==> src/rtl/wb_trace_collector_pkg.sv <==
// Shared definitions for the retired-write trace collector: event kinds,
// entry width and the bit layout of one packed trace entry.
package wb_trace_collector_pkg;

    localparam logic KIND_GRF = 1'b0;
    localparam logic KIND_DM  = 1'b1;

    localparam int TRACE_W  = 97;
    localparam int DATA_LSB = 0;
    localparam int ADDR_LSB = 32;
    localparam int PC_LSB   = 64;
    localparam int KIND_BIT = 96;

    typedef logic [TRACE_W-1:0] trace_entry_t;

    function automatic trace_entry_t pack_entry(
        input logic        kind,
        input logic [31:0] pc,
        input logic [31:0] addr,
        input logic [31:0] data
    );
        return {kind, pc, addr, data};
    endfunction

endpackage

==> src/rtl/wb_trace_collector_fifo.sv <==
// Trace FIFO with two write ports (push0 lands before push1) and one read port.
// The head entry is presented combinationally so an accepted event is visible one edge later.
module wb_trace_collector_fifo
    import wb_trace_collector_pkg::*;
#(
    parameter int DEPTH = 16,
    parameter int AW    = 4
) (
    input  logic               clk,
    input  logic               reset,
    input  logic               push0,
    input  logic [TRACE_W-1:0] data0,
    input  logic               push1,
    input  logic [TRACE_W-1:0] data1,
    input  logic               pop,
    output logic [TRACE_W-1:0] head,
    output logic [AW:0]        count,
    output logic [AW:0]        free
);

    localparam logic [AW:0] DEPTH_L = (AW+1)'(DEPTH);

    logic [TRACE_W-1:0] mem [DEPTH];
    logic [AW-1:0]      rd_ptr_reg;
    logic [AW-1:0]      wr_ptr_reg;
    logic [AW:0]        count_reg;
    logic [1:0]         push_n;
    logic [AW-1:0]      wr_ptr1;

    assign push_n  = {1'b0, push0} + {1'b0, push1};
    // Second write goes into the slot after the first only when the first is used.
    assign wr_ptr1 = wr_ptr_reg + AW'(push0);

    always_ff @(posedge clk) begin
        if (push0) mem[wr_ptr_reg] <= data0;
        if (push1) mem[wr_ptr1]    <= data1;
    end

    always_ff @(posedge clk) begin
        if (reset) begin
            rd_ptr_reg <= '0;
            wr_ptr_reg <= '0;
            count_reg  <= '0;
        end else begin
            rd_ptr_reg <= rd_ptr_reg + AW'(pop);
            wr_ptr_reg <= wr_ptr_reg + AW'(push_n);
            count_reg  <= count_reg + (AW+1)'(push_n) - (AW+1)'(pop);
        end
    end

    assign head  = mem[rd_ptr_reg];
    assign count = count_reg;
    assign free  = DEPTH_L - count_reg + (AW+1)'(pop);

endmodule

==> src/rtl/wb_trace_collector.sv <==
// Merges W-stage register writes and M-stage stores into one ordered event stream,
// dropping (and flagging) whatever does not fit in the FIFO this cycle.
module wb_trace_collector
    import wb_trace_collector_pkg::*;
#(
    parameter int DEPTH = 16,
    parameter int AW    = 4
) (
    input  logic        clk,
    input  logic        reset,
    input  logic        grf_we,
    input  logic [31:0] grf_pc,
    input  logic [4:0]  grf_addr,
    input  logic [31:0] grf_wdata,
    input  logic        dm_we,
    input  logic [31:0] dm_pc,
    input  logic [31:0] dm_addr,
    input  logic [31:0] dm_wdata,
    output logic        out_valid,
    input  logic        out_ready,
    output logic        out_kind,
    output logic [31:0] out_pc,
    output logic [31:0] out_addr,
    output logic [31:0] out_data,
    output logic [31:0] ev_count,
    output logic        overflow
);

    logic               g_valid;
    logic               d_valid;
    trace_entry_t       grf_entry;
    trace_entry_t       dm_entry;
    logic               push0;
    logic               push1;
    trace_entry_t       data0;
    logic               drop;
    logic               pop;
    trace_entry_t       head;
    logic [AW:0]        count;
    logic [AW:0]        free;
    logic [31:0]        ev_count_reg;
    logic               overflow_reg;

    assign g_valid   = grf_we && (grf_addr != 5'd0);
    assign d_valid   = dm_we;
    assign grf_entry = pack_entry(KIND_GRF, grf_pc, {27'd0, grf_addr}, grf_wdata);
    assign dm_entry  = pack_entry(KIND_DM, dm_pc, dm_addr, dm_wdata);

    assign out_valid = (count != '0);
    assign pop       = out_valid && out_ready;

    // The W instruction is older than the M one, so GRF always takes port 0
    // and is the survivor when only one slot is free.
    always_comb begin
        push0 = 1'b0;
        push1 = 1'b0;
        drop  = 1'b0;
        data0 = g_valid ? grf_entry : dm_entry;
        if (g_valid && d_valid) begin
            if (free >= (AW+1)'(2)) begin
                push0 = 1'b1;
                push1 = 1'b1;
            end else if (free == (AW+1)'(1)) begin
                push0 = 1'b1;
                drop  = 1'b1;
            end else begin
                drop  = 1'b1;
            end
        end else if (g_valid || d_valid) begin
            if (free != '0) push0 = 1'b1;
            else            drop  = 1'b1;
        end
    end

    wb_trace_collector_fifo #(
        .DEPTH (DEPTH),
        .AW    (AW)
    ) u_fifo (
        .clk   (clk),
        .reset (reset),
        .push0 (push0),
        .data0 (data0),
        .push1 (push1),
        .data1 (dm_entry),
        .pop   (pop),
        .head  (head),
        .count (count),
        .free  (free)
    );

    always_ff @(posedge clk) begin
        if (reset) begin
            ev_count_reg <= '0;
            overflow_reg <= 1'b0;
        end else begin
            ev_count_reg <= ev_count_reg + 32'(push0) + 32'(push1);
            if (drop) overflow_reg <= 1'b1;
        end
    end

    assign ev_count = ev_count_reg;
    assign overflow = overflow_reg;
    assign out_kind = head[KIND_BIT];
    assign out_pc   = head[PC_LSB +: 32];
    assign out_addr = head[ADDR_LSB +: 32];
    assign out_data = head[DATA_LSB +: 32];

endmodule

==> config.mk <==
export PLATFORM = sky130hd
export DESIGN_NAME = wb_trace_collector
export DESIGN_NICKNAME = d
export VERILOG_FILES = /design/src/rtl/wb_trace_collector_pkg.sv /design/src/rtl/wb_trace_collector_fifo.sv /design/src/rtl/wb_trace_collector.sv
export SDC_FILE = /design/constraint.sdc
export NUM_CORES = 2
export LEC_CHECK = 0
export ABC_CLOCK_PERIOD_IN_PS = 11500
export CAP_MARGIN = 20
export CORE_MARGIN = 5
export CORE_UTILIZATION = 35
export DETAILED_ROUTE_END_ITERATION = 12
export GPL_ROUTABILITY_DRIVEN = 1
export PLACE_DENSITY = 0.59
export SLEW_MARGIN = 10
export SYNTH_ARGS = -nofsm -noshare
export SYNTH_HDL_FRONTEND = slang
export SYNTH_SLANG_ARGS = --single-unit
==> constraint.sdc <==
create_clock -name clk -period 11.5 [get_ports clk]
set_input_delay 3.45 -clock clk [delete_from_list [all_inputs] [get_ports clk]]
set_output_delay 3.45 -clock clk [all_outputs]
set_load 0.005 [all_outputs]
==> results.cfg <==
[setup_path]
critPathMaxFanout = 68
endpoint_kind = flop
worst_ep_arrival_time_ns = 9.87
worstSetupPathType = primary input to flop
r2r-start = u_fifo.count[2]$_SDFF_PP0_
critPathLaunchType = primary input
startpoint = out_ready
worstPathRequired_ns = 11.97

[floorplanning]
die_area_um2 = 242000
start_util_pct = 35.1
fp.dieW_um = 492
core_area_um2 = 232000
ioPinCount = 301
die_h_um = 492
rows = 177

[hold_path]
hp-class = flop to flop
min-delay-start = u_fifo.mem[14][96]$_SDFFE_PP1P_

[layout]
final_cell_mix = 1536 x edfxtp_1, 1122 x nand3_1, 1106 x o31ai_1, 485 x mux4_2, 408 x and2_1
nFillCells = 21300
design_area_um2 = 92500
final_nets = 5998
drive_above_1_share_pct = 16.7
final_common_cell = edfxtp_1
synthToLayoutAreaGrowth_pct = 13.7
largest_reg_flops = 1552

[sta]
setup_tns_ns = 0
slew_violations = 0
rsz0062_at_grt = no
fin_crit_ns = 9.39
setup_viol = 0
max_freq_ghz = 0.106
fin_crit_sh_pct = 81.7
worst_pin_slew_ns = 1.23
slew_headroom_pct = 18.3
fin_skew_ns = 0.0455
setup_ws_ns = 2.11
hold_ws_ns = 0.447
hold_violations = 0

[clock_tree]
clock-sinks = 1598
root_buffer = clkbuf_16
clock_latency_ns = 0.84
post_cts_buffers = 0
tritoncts = yes
htreeDepth = 4
clk_pin_slew_ns = 0.06
clockBufferDepth = 3
ctsResizeCount = 0
ctsHoldBuffers = 0
cts_buffers = 171

[grt]
grt_max_degree = 154
grt_pass1_vias = 58200
grt_overflow = 0
grt_pass1_wl_um = 436000
grtUsageTotal_pct = 24.5
antenna_found_initial = 19

[route]
drt-total-wl_um = 309000
avgRoutedWirePerCell_um = 34.3
post-route-drc-count = 0
drtPass1Iterations = 7
vias_per_cell = 6.65
vias = 59800
ant_nets = 0
drt_iter0_markers = 9810

[job]
cap_violations = 0

[placed_design]
io_buffers = 300
place_area_um2 = 87000
gp_congestion = 0.815
place_ws_ns = 1.37
dp_hpwl_um = 160000

[synth]
yosys_warnings = 0
synth_cell_types = 53
ys_seq_elements = 1598
synth_top_cell_area_share_pct = 56.7
ys_async_sr_fraction_pct = 0
syn_nets = 6217
ys.flop_type = edfxtp_1
netlist.top_cell.by_area = edfxtp_1
synth_edf_count = 1536
netlist_instances = 6028
syn_avg_cell_area_um2 = 13.5
ys_seq_area_share_pct = 58.2
netlist_area_um2 = 81400
synth.area.top_cells = edfxtp_1 57%, mux4_2 13%, o31ai_1 10%

[power_and_ir_drop]
ir_worst_vdd_v = 0.000201
powerDensity_nw_per_um2 = 205
power_w = 0.0190
p_leak_nw = 27.5

[outcome]
status = finished clean
## area by class of cell
class                   instances  area (um2)  share of cell area (%)
diodes                         10        25.0                  0.0271
clock buffers                 218        4520                    4.89
clock inverters                97         853                   0.923
inverters                      18        67.6                  0.0731
multi-input cells            3526       31000                    33.5
flip-flops and latches       1598       47400                    51.2
well taps                    3043        3810                    4.12
repair buffers                494        4830                    5.22
## critical path: stages
cell             delay (ns)
clkdlybuf4s50_1        0.62
nand2_1                0.15
ha_1                   0.24
inv_1                  0.07
ha_1                   0.20
or4b_1                 0.48
o311a_1                0.20
nor3_2                 0.20
buf_4                  0.23
nor2_1                 0.13
ha_1                   0.32
ha_1                   0.31
a21oi_1                0.18
mux2i_1                0.20
o32ai_4                0.25
buf_4                  0.73
and2_4                 0.57
nand2b_4               0.76
buf_4                  0.53
## cells in the mapped netlist, drive strengths merged, types with 5 or more instances
library cell	number
o21ai	6
o2bb2ai	17
and2	424
o31ai	1106
clkbuf	630
a21oi	12
mux2i	65
nor3	9
nand3	1122
or3	22
nor2b	37
nor2	50
inv	18
nand2b	19
nor4	8
a21o	17
xnor2	24
dfxtp	62
xor2	10
edfxtp	1536
nand2	34
mux4	485
nand4	6
and4	5
ha	17
buf	256
## path summary, 6_finish.rpt
kind	to	slack (ns)	cells past startpoint
max	u_fifo.mem[15][11]$_DFFE_PP_	2.11	19
min	u_fifo.mem[14][96]$_SDFFE_PP1P_	0.45	1
max reg2reg	u_fifo.mem[15][11]$_DFFE_PP_	4.16	20
min reg2reg	u_fifo.mem[14][96]$_SDFFE_PP1P_	0.45	1
## power by group
group / internal, W / total [W] / switching (W)
sequential: 0.00730 / 0.00754 / 0.000248
clock: 0.00298 / 0.00544 / 0.00246
combinational: 0.00231 / 0.00602 / 0.00371
total: 0.0126 / 0.0190 / 0.00642
## layer usage
metal	global-route usage (%)	vias to the layer above	wire length (um)
met5	0	-	115
met4	11.1	14	15800
met3	6.30	893	39600
met2	36.7	4875	137000
met1	33.5	30400	116000
li1	-	23700	-
## cell families after synthesis
logic type | synth area share [%]
xor+xnor | 0.366
fa+ha+maj | 0.323
buf+inv | 4.45
mux | 14.2
flops | 58.2
simple gates | 11.5
compound gates | 11.0
## metrics by stage
| stage | util, % | std cells |
|---|---|---|
| 6_report | 39.8 | 9004 |
| 5_1_grt | 39.8 | 8998 |
| 4_1_cts | 39.8 | 8991 |
| 3_5_place_dp | 37.5 | 8676 |
| 3_3_place_gp | 37.5 | 8671 |
| 2_1_floorplan | - | 6028 |
(Power assumes the default switching activity.)
